`src/rtl/mux_serial_ctrl.sv`:
```
// Serializer that drives an external 8:1 mux (a_out/sel) and samples its output y_in.
// One bit per DIV cycles, eight bits per accepted word, with first/done markers.
//
// state | meaning
// IDLE  | waiting for a word; in_ready high, sel parked at the start index
// SHIFT | stepping sel through the eight inputs and sampling y_in
module mux_serial_ctrl #(
  parameter int DIV       = 4,
  parameter bit MSB_FIRST = 1'b0
) (
  input  logic       clk,
  input  logic       rst_n,
  input  logic       in_valid,
  output logic       in_ready,
  input  logic [7:0] in_data,
  output logic [7:0] a_out,
  output logic [2:0] sel,
  input  logic       y_in,
  output logic       ser_out,
  output logic       ser_valid,
  output logic       ser_first,
  output logic       done
);

  localparam int            CW       = (DIV > 1) ? $clog2(DIV) : 1;
  localparam logic [CW-1:0] DIV_LAST = CW'(DIV - 1);
  localparam logic [2:0]    START    = MSB_FIRST ? 3'd7 : 3'd0;

  typedef enum logic {IDLE, SHIFT} state_t;

  state_t        state;
  state_t        state_nxt;
  logic [CW-1:0] div_cnt;
  logic [2:0]    bit_cnt;
  logic          accept;
  logic          sample;
  logic          last_bit;

  always_ff @(posedge clk or negedge rst_n) begin
    if (!rst_n) state <= IDLE;
    else        state <= state_nxt;
  end

  always_comb begin
    state_nxt = state;
    case (state)
      IDLE:    if (accept)   state_nxt = SHIFT;
      SHIFT:   if (last_bit) state_nxt = IDLE;
      default: state_nxt = IDLE;
    endcase
  end

  always_comb begin
    in_ready = (state == IDLE);
    accept   = in_ready & in_valid;
    sample   = (state == SHIFT) && (div_cnt == DIV_LAST);
    last_bit = sample && (bit_cnt == 3'd7);
  end

  // sel only moves on sample edges, so the mux path has a full bit period to settle
  always_ff @(posedge clk or negedge rst_n) begin
    if (!rst_n) begin
      a_out     <= 8'd0;
      sel       <= 3'd0;
      div_cnt   <= '0;
      bit_cnt   <= 3'd0;
      ser_out   <= 1'b0;
      ser_valid <= 1'b0;
      ser_first <= 1'b0;
      done      <= 1'b0;
    end else begin
      ser_valid <= 1'b0;
      ser_first <= 1'b0;
      done      <= 1'b0;
      if (accept) begin
        a_out   <= in_data;
        sel     <= START;
        div_cnt <= '0;
        bit_cnt <= 3'd0;
      end else if (state == SHIFT) begin
        if (sample) begin
          ser_out   <= y_in;
          ser_valid <= 1'b1;
          ser_first <= (bit_cnt == 3'd0);
          div_cnt   <= '0;
          if (last_bit) begin
            done <= 1'b1;
            sel  <= START;
          end else begin
            bit_cnt <= bit_cnt + 3'd1;
            sel     <= MSB_FIRST ? (sel - 3'd1) : (sel + 3'd1);
          end
        end else begin
          div_cnt <= div_cnt + CW'(1);
        end
      end
    end
  end

endmodule

```
`config.mk`:
```
export PLATFORM = sky130hd
export DESIGN_NAME = mux_serial_ctrl
export DESIGN_NICKNAME = d
export VERILOG_FILES = /design/src/rtl/mux_serial_ctrl.sv
export SDC_FILE = /design/constraint.sdc
export NUM_CORES = 1
export LEC_CHECK = 0
export ABC_CLOCK_PERIOD_IN_PS = 1600
export CORE_MARGIN = 3
export CORE_UTILIZATION = 45
export DETAILED_ROUTE_END_ITERATION = 8
export PLACE_DENSITY = 0.83
export SLEW_MARGIN = 20
export SYNTH_ARGS = -nofsm -noshare
export SYNTH_HDL_FRONTEND = slang
export SYNTH_SLANG_ARGS = --single-unit
```
`constraint.sdc`:
```
create_clock -name clk -period 1.6 [get_ports clk]
set_input_delay 0.24 -clock clk [delete_from_list [all_inputs] [get_ports clk]]
set_output_delay 0.24 -clock clk [all_outputs]
set_load 0.03 [all_outputs]
```
==> run metrics <==
synthesis-to-layout area growth 40.0%; n_diodes 0; Max stage delay cell, worst path clkdlybuf4s50_1; # IOs 28; Worst Tran Pin Value 339 ps; gr usage total 0.151; Yosys cell types 24; combinational power share 0.550; Power Density 1910 nW/um^2; Mapped Area 966 um^2; Initial Utilization 0.482; Fin Clk Skew 1.84 ps; Largest delay share family, worst path buffers and inverters; cell internal pwr 1.58 mW; crit-path max FO 1; Req. time, crit path 1360 ps; setup bufs post-CTS 0; Worst VDD drop 1.17 mV; R2R Setup Slk 110 ps; final period utilization 0.970; critical path startpoint category flip-flop; Cells after DPL 127; largest net degree at the start of global routing 22; clock buffer count from CTS 3; share of layout cells above drive strength 1 0.221; Post-Syn Nets 86; Hold Fails Final Rpt 0; arrival time at the worst endpoint 1310 ps; Vias/cell 5.04; CTS root buffer clkbuf_4; GP Congestion 0.737; I/O Buffers 27; DRC errors left 0; core area 2000 um^2; CTS tree yes; crit path from done$_DFF_PN0_; Worst R2R Path Depth 5; Routed Antenna Nets 0; Final Routed Wirelength 1880 um; FP Rows 16; Finished Layout Cells 131; HP Class input port to async pin; GR Overflow Total 0; Max Root-Sink Buffers 2; CP endpoint kind primary output; Critical Path, Cell by Cell clkdlybuf4s50_1; filler instances 145; Crit path buffers/inverters 1; fmax 644 MHz; WS Path Type flip-flop to primary output; Post-Syn Instances 69; post-CTS sizing 4; status completed; CTS Hold Bufs 0; MaxCap Viol Count 0; Final min period 1550 ps; Worst-Skew Late Latency 290 ps; WL/cell 14.3 um; Tot Pwr 2.58 mW; die area 2740 um^2; Seq/Total Area, Yosys 0.544; Setup Viol. Count Final 0; Sw Share 0.390; Switch Pwr 1.01 mW; Sequential Power Share 0.357; RSZ-0062 raised after global routing false; Leak 0.729 nW; Relative slew margins 0.774; DR pass1 iterations 2; Die X 52.3 um; Levels on crit path 1; Die Y 52.3 um; Initial DRC Count 11; syn avg cell area 14.0 um^2; total number of vias 660; clock sink count 21; number of global-route vias before repair 681; H-tree levels 1; Worst R2R Start bit_cnt[0]$_DFFE_PN0P_; Final Max Slew Viols 0; TNS Setup 0 ps; synth warn 0; Final HPWL DP 1360 um; Clock Power Share 0.093; nets@finish 122; first-pass GRT wire length 3080 um; initial antenna violation count 0; flops & latches, synth 21; clock slew at reported path FFs 110 ps; Worst path max stage delay 670 ps
-- cell usage in the layout, fill, tap and decap left out, types with 2 or more instances in the layout --
cell type        count
dfrtp_1             21
clkdlybuf4s50_1     14
mux2_4               9
dlymetal6s2s_1       9
inv_1                5
ha_1                 5
buf_4                5
dlygate4sd2_1        4
nand2_1              3
mux2i_1              3
a22o_1               3
clkbuf_4             3
nor2b_1              2
o21ai_0              2
a21o_1               2
-- cell families (layout without fill, tap and decap cells) --
logic type	after synthesis	after routing	synth area share
compound gates	10	10	0.0777
fa+ha+maj	5	5	0.0648
buf+inv	7	42	0.0389
flops	21	21	0.544
mux	13	13	0.183
simple gates	13	13	0.0920
-- final timing paths --
| path | endpoint |
|---|---|
| max | done |
| min | ser_valid$_DFF_PN0_ |
| max reg2reg | bit_cnt[1]$_DFFE_PN0P_ |
| min reg2reg | ser_first$_DFF_PN0_ |
| max in group asynchronous | sel[0]$_DFFE_PN0P_ |
| min in group clk | ser_first$_DFF_PN0_ |
-- through the flow --
step | utilization | area [um^2] | setup slack, ps | hold slack, ps
CTS | 0.664 | 1330 | 6.66 | 287
global route | 0.676 | 1350 | 0.810 | 305
detailed placement | 0.654 | 1310 | 125 | 487
finish | 0.676 | 1350 | 47.9 | 284
floorplan | - | 966 | 139 | -55.6
global placement | 0.654 | 1310 | 127 | 482
-- synthesized netlist by cell type, drive strengths merged --
cell,number,area share
dfrtp,21,0.54
o22ai,1,0.0065
o31ai,1,0.0078
nand2b,1,0.014
inv,5,0.019
nor3,1,0.0052
a21o,2,0.016
a22o,3,0.027
and3,1,0.0065
buf,2,0.019
mux2i,3,0.031
o21ai,2,0.010
nand2,3,0.012
ha,5,0.065
nor2b,4,0.036
a32o,1,0.010
nor2,2,0.010
mux2,10,0.15
nor3b,1,0.0078
-- power groups by stage --
stage,combinational [mW],clock [mW],sequential (mW)
floorplan,0.620,0,1.26
global placement,1.42,0,0.930
detailed placement,1.47,0,0.940
CTS,1.45,0.253,0.928
global route,1.52,0.276,0.960
finish,1.42,0.241,0.923
-- registers in the layout, indices dropped and copies added, names as in the netlist --
register	count
a_out	8
bit_cnt	3
sel	3
div_cnt	2
done	1
ser_first	1
ser_out	1
ser_valid	1
state	1
-- cell type report --
cell class | instances | area, um^2 | area share
Inverter | 5 | 18.8 | 0.0139
Timing Repair Buffer | 33 | 345 | 0.255
Tap cell | 27 | 33.8 | 0.0250
Clock buffer | 4 | 26.3 | 0.0194
Multi-Input combinational cell | 41 | 403 | 0.298
Sequential cell | 21 | 526 | 0.389
-- per-layer routing --
| layer | global-route usage | wire length (um) |
|---|---|---|
| met1 | 0.206 | 843 |
| met3 | 0.0313 | 129 |
| met2 | 0.238 | 896 |
| met4 | 0.0511 | 8 |
| met5 | 0 | 0 |
No activity file was read; power rests on OpenSTA's default activity.
